## config.mk

```make
export PLATFORM = sky130hd
export DESIGN_NAME = ipsxe_floating_point_fl2fx_top_v1_0
export DESIGN_NICKNAME = d
export VERILOG_FILES = /design/src/rtl/ipsxe_floating_point_fl2fx_top_v1_0.sv
export SDC_FILE = /design/constraint.sdc
export NUM_CORES = 1
export LEC_CHECK = 0
export CAP_MARGIN = 20
export CORE_ASPECT_RATIO = 2
export CORE_UTILIZATION = 54
export DETAILED_ROUTE_END_ITERATION = 10
export PLACE_DENSITY = 0.84
export SYNTH_ARGS = -nofsm -noshare
export SYNTH_HDL_FRONTEND = slang
export SYNTH_SLANG_ARGS = --single-unit
```

## constraint.sdc

```tcl
create_clock -name i_aclk -period 2.6 [get_ports i_aclk]
set_input_delay 0.52 -clock i_aclk [delete_from_list [all_inputs] [get_ports i_aclk]]
set_output_delay 0.52 -clock i_aclk [all_outputs]
set_load 0.01 [all_outputs]
```

## src/rtl/ipsxe_floating_point_fl2fx_top_v1_0.sv

```systemverilog
`timescale 1ns/1ps
`default_nettype none
// ============================================================================
//  Module      : ipsxe_floating_point_fl2fx_top_v1_0
//  Description : Floating-point to fixed-point converter. Five-stage pipeline
//                with clock enable, round-to-nearest-even, saturation on
//                overflow, NaN reported as invalid.
//  Revision    : 1.0  initial release
// ============================================================================
module ipsxe_floating_point_fl2fx_top_v1_0 #(
    parameter int FIXED_INT_BIT  = 32,
    parameter int FIXED_FRAC_BIT = 0,
    parameter int FLOAT_EXP_BIT  = 8,
    parameter int FLOAT_FRAC_BIT = 24,
    parameter int INT_TYPE       = 0
) (
    input  logic                                    i_aclk,
    input  logic                                    i_areset_n,
    input  logic                                    i_aclken,
    input  logic [FLOAT_EXP_BIT+FLOAT_FRAC_BIT-1:0] i_axi4s_a_tdata,
    input  logic                                    i_axi4s_or_abcoperation_tvalid,
    output logic [FIXED_INT_BIT+FIXED_FRAC_BIT-1:0] o_axi4s_result_tdata,
    output logic                                    o_axi4s_result_tvalid,
    output logic                                    o_overflow,
    output logic                                    o_invalid
);

    // Result width, mantissa width (hidden one included), stored fraction width
    localparam int DW  = FIXED_INT_BIT + FIXED_FRAC_BIT;
    localparam int FF  = FLOAT_FRAC_BIT;
    localparam int FW  = FLOAT_FRAC_BIT - 1;
    localparam int IW  = FLOAT_EXP_BIT + FLOAT_FRAC_BIT;
    // Working register: integer field, guard, round, sticky source bits
    localparam int W   = DW + FF + 1;
    localparam int SHW = $clog2(W);
    // Exponent arithmetic is FLOAT_EXP_BIT+2 bits wide, widened further so the
    // shift amount (E + FIXED_FRAC_BIT) can never wrap.
    localparam int SW  = FLOAT_EXP_BIT + 2 + SHW;

    localparam logic signed [SW-1:0] BIAS_S    = SW'((2 ** (FLOAT_EXP_BIT-1)) - 1);
    localparam logic signed [SW-1:0] INT_LIM_S = SW'(FIXED_INT_BIT);
    localparam logic signed [SW-1:0] FRAC_S    = SW'(FIXED_FRAC_BIT);
    localparam logic signed [SW-1:0] TWO_S     = SW'(2);
    localparam logic signed [SW-1:0] ONE_S     = SW'(1);
    localparam logic [DW-1:0]        ONE_DW    = DW'(1);
    localparam logic [DW-1:0]        MAX_POS   = {1'b0, {(DW-1){1'b1}}};
    localparam logic [DW-1:0]        MIN_NEG   = {1'b1, {(DW-1){1'b0}}};
    localparam bit                   SIGNED_OUT = (INT_TYPE == 0);

    // ------------------------------------------------------------------
    // Stage 1: field split and classification
    // ------------------------------------------------------------------
    logic                     in_sign;
    logic [FLOAT_EXP_BIT-1:0] in_exp;
    logic [FW-1:0]            in_frac;

    assign in_sign = i_axi4s_a_tdata[IW-1];
    assign in_exp  = i_axi4s_a_tdata[IW-2 -: FLOAT_EXP_BIT];
    assign in_frac = i_axi4s_a_tdata[FW-1:0];

    logic                     s1_sign, s1_zero, s1_nan, s1_inf;
    logic [FLOAT_EXP_BIT-1:0] s1_exp;
    logic [FW-1:0]            s1_frac;

    // Register the operand fields and its special-value class
    always_ff @(posedge i_aclk or negedge i_areset_n) begin
        if (!i_areset_n) begin
            s1_sign <= 1'b0;
            s1_exp  <= '0;
            s1_frac <= '0;
            s1_zero <= 1'b0;
            s1_nan  <= 1'b0;
            s1_inf  <= 1'b0;
        end else if (i_aclken) begin
            s1_sign <= in_sign;
            s1_exp  <= in_exp;
            s1_frac <= in_frac;
            s1_zero <= (in_exp == '0);
            s1_nan  <= (&in_exp) && (in_frac != '0);
            s1_inf  <= (&in_exp) && (in_frac == '0);
        end
    end

    // ------------------------------------------------------------------
    // Stage 2: unbias exponent, derive shift, predict overflow/underflow
    // ------------------------------------------------------------------
    logic signed [SW-1:0] unbiased, shift, shamt_full;
    logic                 ovf_pred, underflow;
    logic [SHW-1:0]       shamt;
    logic [SW-SHW-1:0]    unused_shamt_hi;

    // Shift is measured so that the mantissa LSB lands at bit (shift+2) of the
    // working register. Only E >= FIXED_INT_BIT is flagged here; the signed
    // boundary E == FIXED_INT_BIT-1 is resolved on the rounded magnitude so that
    // the most negative value and round-down cases stay legal.
    always_comb begin
        unbiased   = $signed({{(SW-FLOAT_EXP_BIT){1'b0}}, s1_exp}) - BIAS_S;
        shift      = unbiased + FRAC_S;
        shamt_full = shift + TWO_S;
        ovf_pred   = (unbiased >= INT_LIM_S);
        underflow  = (shamt_full < ONE_S);
    end

    assign shamt           = shamt_full[SHW-1:0];
    assign unused_shamt_hi = shamt_full[SW-1:SHW];

    logic           s2_sign, s2_zero, s2_ovf, s2_nan, s2_inf;
    logic [FW-1:0]  s2_frac;
    logic [SHW-1:0] s2_shamt;

    // Register shift amount and the early-decided cases
    always_ff @(posedge i_aclk or negedge i_areset_n) begin
        if (!i_areset_n) begin
            s2_sign  <= 1'b0;
            s2_frac  <= '0;
            s2_shamt <= '0;
            s2_zero  <= 1'b0;
            s2_ovf   <= 1'b0;
            s2_nan   <= 1'b0;
            s2_inf   <= 1'b0;
        end else if (i_aclken) begin
            s2_sign  <= s1_sign;
            s2_frac  <= s1_frac;
            s2_shamt <= shamt;
            s2_zero  <= s1_zero | underflow;
            s2_ovf   <= ovf_pred & ~s1_zero;
            s2_nan   <= s1_nan;
            s2_inf   <= s1_inf;
        end
    end

    // ------------------------------------------------------------------
    // Stage 3: barrel shift, extract integer field, guard, round, sticky
    // ------------------------------------------------------------------
    logic [W-1:0] work;

    // Align the mantissa; early-decided samples produce an all-zero field
    always_comb begin
        work = {{(W-FF){1'b0}}, 1'b1, s2_frac} << s2_shamt;
        if (s2_zero || s2_ovf) begin
            work = '0;
        end
    end

    logic          s3_sign, s3_ovf, s3_nan, s3_inf, s3_g, s3_r, s3_s;
    logic [DW-1:0] s3_int;

    // Register the truncated magnitude and rounding bits
    always_ff @(posedge i_aclk or negedge i_areset_n) begin
        if (!i_areset_n) begin
            s3_sign <= 1'b0;
            s3_int  <= '0;
            s3_g    <= 1'b0;
            s3_r    <= 1'b0;
            s3_s    <= 1'b0;
            s3_ovf  <= 1'b0;
            s3_nan  <= 1'b0;
            s3_inf  <= 1'b0;
        end else if (i_aclken) begin
            s3_sign <= s2_sign;
            s3_int  <= work[W-1:FF+1];
            s3_g    <= work[FF];
            s3_r    <= work[FF-1];
            s3_s    <= |work[FF-2:0];
            s3_ovf  <= s2_ovf;
            s3_nan  <= s2_nan;
            s3_inf  <= s2_inf;
        end
    end

    // ------------------------------------------------------------------
    // Stage 4: round to nearest even, magnitude range check
    // ------------------------------------------------------------------
    logic          round_up, mag_ovf;
    logic [DW:0]   mag_r;

    // Signed results allow a magnitude of exactly 2^(DW-1) only when negative
    always_comb begin
        round_up = s3_g & (s3_r | s3_s | s3_int[0]);
        mag_r    = {1'b0, s3_int} + {{DW{1'b0}}, round_up};
        if (SIGNED_OUT) begin
            mag_ovf = mag_r[DW] | (mag_r[DW-1] & (~s3_sign | (|mag_r[DW-2:0])));
        end else begin
            mag_ovf = mag_r[DW];
        end
    end

    logic          s4_sign, s4_ovf, s4_nan, s4_inf;
    logic [DW-1:0] s4_mag;

    // Register the rounded magnitude and accumulated overflow
    always_ff @(posedge i_aclk or negedge i_areset_n) begin
        if (!i_areset_n) begin
            s4_sign <= 1'b0;
            s4_mag  <= '0;
            s4_ovf  <= 1'b0;
            s4_nan  <= 1'b0;
            s4_inf  <= 1'b0;
        end else if (i_aclken) begin
            s4_sign <= s3_sign;
            s4_mag  <= mag_r[DW-1:0];
            s4_ovf  <= s3_ovf | mag_ovf;
            s4_nan  <= s3_nan;
            s4_inf  <= s3_inf;
        end
    end

    // ------------------------------------------------------------------
    // Stage 5: apply sign, saturate, register outputs
    // ------------------------------------------------------------------
    logic [DW-1:0] res_n;
    logic          ovf_n, inv_n;

    // Priority: NaN, then saturation, then unsigned-negative clamp, else value
    always_comb begin
        res_n = s4_sign ? ((~s4_mag) + ONE_DW) : s4_mag;
        ovf_n = 1'b0;
        inv_n = 1'b0;
        if (s4_nan) begin
            res_n = SIGNED_OUT ? MIN_NEG : '0;
            inv_n = 1'b1;
        end else if (s4_inf || s4_ovf) begin
            if (SIGNED_OUT) begin
                res_n = s4_sign ? MIN_NEG : MAX_POS;
            end else begin
                res_n = s4_sign ? '0 : '1;
            end
            ovf_n = 1'b1;
        end else if (!SIGNED_OUT && s4_sign) begin
            res_n = '0;
            ovf_n = |s4_mag;
        end
    end

    logic [4:0] vld_pipe;

    // Output registers and the valid delay chain share the same enable
    always_ff @(posedge i_aclk or negedge i_areset_n) begin
        if (!i_areset_n) begin
            o_axi4s_result_tdata <= '0;
            o_overflow           <= 1'b0;
            o_invalid            <= 1'b0;
            vld_pipe             <= '0;
        end else if (i_aclken) begin
            o_axi4s_result_tdata <= res_n;
            o_overflow           <= ovf_n;
            o_invalid            <= inv_n;
            vld_pipe             <= {vld_pipe[3:0], i_axi4s_or_abcoperation_tvalid};
        end
    end

    assign o_axi4s_result_tvalid = vld_pipe[4];

endmodule
`default_nettype wire

```

==> impl_metrics.py <==
metrics = {
    "run_status": {
        "status": "complete, but fails checks",
        "violations": "negative setup slack",
    },
    "sta": {
        "rsz0062_at_grt": "yes",
        "fin_tns_setup_ns": -0.0689,
        "hold_viol": 0,
        "setup_violations": 1,
        "final.setup_skew_ns": 0.00813,
        "relSlewSlack_pct": 34.4,
        "setup_slack_ns": -0.0689,
        "tightest_slew_ns": 0.977,
        "fmax_mhz": 375,
        "post-route-min-period_ns": 2.67,
        "fin_crit_sh_pct": 103,
        "drv_slew": 0,
    },
    "setup_path": {
        "crit_start": "s2_shamt[0]$_DFFE_PN0P_",
        "start_kind": "flop",
        "crit_path_end_kind": "flop",
        "crit_path_max_fanout": 10,
        "r2r_start": "s2_shamt[0]$_DFFE_PN0P_",
        "r2r_setup_slack_ns": -0.07,
        "arrival_ns": 3.02,
        "cp_data_required_time_ns": 2.95,
        "crit_type": "flop to flop",
    },
    "cts": {
        "path_clk_slew_ns": 0.07,
        "clock_sinks": 183,
        "clock-root-buffer": "clkbuf_16",
        "insertion_delay_ns": 0.46,
        "clock_path_buffers": 2,
        "cts_buffers": 17,
        "htree_levels": 4,
        "tritoncts": "built",
    },
    "synthesis": {
        "async_flop_share_pct": 100,
        "ys_types": 68,
        "syn_avg_cell_area_um2": 10.0,
        "yosys_warnings": 0,
        "syn_area_mm2": 0.0106,
        "synth_edf_count": 0,
        "synth_common_cells": "dfrtp_1 (183), nand2_1 (91), mux2_2 (84)",
        "synth.most_common_cell": "dfrtp_1",
        "synthDominantCellAreaShare_pct": 43.1,
        "synthTopCellsByArea": "dfrtp_1 (43%), mux2_2 (8.9%), mux4_2 (4.5%)",
        "ys_ff_latch": 183,
        "synth_nets": 1101,
        "yosysSeqAreaShare_pct": 43.1,
        "postSynthCellCount": 1060,
        "yosys.area.top_type": "dfrtp_1",
        "synth-main-ff-cell": "dfrtp_1",
    },
    "routing": {
        "drc": 0,
        "dr_total_vias": 9082,
        "viasPerCell": 6.22,
        "routedWlPerCell_um": 21.7,
        "drt_wl_total_mm": 31.8,
        "ant_nets": 0,
        "first_pass_iters": 6,
        "drt_iter0_drc": 424,
    },
    "floorplanning": {
        "start_util_pct": 55.1,
        "die_area_mm2": 0.0203,
        "io_pins": 71,
        "die_h_um": 200,
        "rows": 72,
        "core_mm2": 0.0193,
        "die_w_um": 101,
    },
    "hold_path": {
        "hp-start": "o_overflow$_DFFE_PN0P_",
        "holdCritPathClass": "flop to flop",
    },
    "placement": {
        "dp_hpwl_mm": 24.0,
        "place_inst": 1423,
        "numPortBuffers": 70,
        "gp_congestion": 1.03,
    },
    "power_and_ir_drop": {
        "power_density_mw_per_mm2": 847,
        "p_comb_share_pct": 40.2,
        "power.internal_uw": 7080,
        "p_clk_share_pct": 25.2,
        "p_seq_share_pct": 34.6,
        "power_leakage_uw": 0.00542,
        "ir_worst_vdd_mv": 0.703,
        "power_switching_uw": 3970,
        "p_sw_share_pct": 35.9,
    },
    "final_layout": {
        "diodes": 0,
        "layout.nets": 1230,
        "areaGrowthSynthToFinish_pct": 22.9,
        "layout.filler_cells": 1540,
        "drive_gt1_share_pct": 23.8,
        "stdcell_count": 1461,
    },
    "flow_run": {
        "maxCapViolations": 0,
    },
    "global_route": {
        "grt_overflow": 0,
        "grt_pass1_wl_mm": 50.0,
        "grt_antenna_before_repair": 0,
        "grt_max_degree": 173,
        "grt_use_total_pct": 33.5,
        "grt_pass1_vias": 9230,
    },
}
## through the flow
stage | util, % | instance area [um2] | total power (uW) | setup WS [ns] | hold WS, ns
CTS | 66.8 | 12900 | 10900 | -0.0548 | 0.504
global route | 67.7 | 13100 | 11600 | -0.144 | 0.511
global placement | 63.5 | 12200 | 7990 | -0.0597 | 0.466
finish | 67.7 | 13100 | 11100 | -0.0689 | 0.496
floorplan | - | 10600 | 6200 | 0.0564 | 0.224
detailed placement | 63.5 | 12200 | 8060 | -0.116 | 0.483
## registers in the layout, indices dropped and copies added (netlist names), 5 cells and up
register and flops:
s2_frac 23, s3_int 32, o_axi4s_result_tdata 32, s1_exp 8, s1_frac 23, s4_mag 32
vld_pipe 5, s2_shamt 6
## path summary, 6_finish.rpt
check | to | cells past startpoint
worst max-delay path | s3_s$_DFFE_PN0P_ | 9
worst min-delay path | o_overflow$_DFFE_PN0P_ | 1
worst max register to register | s3_s$_DFFE_PN0P_ | 9
worst min register to register | o_overflow$_DFFE_PN0P_ | 1
max in group asynchronous | s4_mag[21]$_DFFE_PN0P_ | 3
min in group asynchronous | o_axi4s_result_tdata[3]$_DFFE_PN0P_ | 2
## cell families after synthesis
logic type	synth area share, %
buf+inv	4.20
mux	16.4
flops	43.1
simple gates	15.0
compound gates	16.1
fa+ha+maj	0.589
xor+xnor	4.54
## final cells by class
cell class	count	area, um2	area share, %
Clock buffer	18	429	3.29
Clock inverter	14	199	1.52
Inverter	38	143	1.09
Multi-Input combinational cell	767	5710	43.7
Sequential cell	183	4580	35.1
Tap cell	259	324	2.48
Timing Repair Buffer	182	1660	12.8
## repair_timing
action	4_1_cts	5_1_grt
gates resized for setup	3	27
setup buffers	0	3
pin swaps	0	3
cloned	0	2
endpoints found under the hold margin	3	0
hold buffers	1	0
setup endpoints to repair	1	7
## power by group through the flow
| stage | Clock, uW | Sequential, uW | Combinational [uW] |
|---|---|---|---|
| 2_1_floorplan | 0 | 3770 | 2420 |
| 3_3_place_gp | 0 | 3820 | 4160 |
| 3_5_place_dp | 0 | 3850 | 4200 |
| 4_1_cts | 2830 | 3800 | 4250 |
| 5_1_grt | 2950 | 3880 | 4770 |
| 6_report | 2790 | 3830 | 4440 |
## routing by layer
layer	GRT usage (%)	wire length, um
met4	33.3	3630
met3	5.76	1150
met2	59.8	17200
met1	29.8	9810
met5	0	0
## placed cells by master (no fill, tap or decap), drive strengths merged, types with 5 or more instances in the layout
cell           count
o22ai             18
ha                 5
nand2b             9
mux4              25
o221ai             8
nor4              23
mux2i             22
mux2              84
o31ai              9
buf              112
and2               5
a21oi             62
clkinv             5
clkbuf            19
o21ai             52
nand4             22
a22o              35
xnor2             25
nor2              79
clkdlybuf4s50     68
o2bb2ai            8
dfrtp            183
a21o               5
nand2             91
a31oi              7
a22oi              6
a221o              6
and3              10
nand3             20
nor2b              8
nor3              22
inv               40
xor2              30
or3               11
## worst max-delay path, cell delays in order, from the launching register on
cell	delay (ns)
dfrtp_2	0.47
buf_12	0.17
buf_4	0.14
mux4_2	0.50
mux2_2	0.31
mux2i_2	0.21
o22ai_2	0.15
nor4_1	0.30
o21ai_1	0.10
a22o_1	0.20
(Power assumes the default switching activity.)
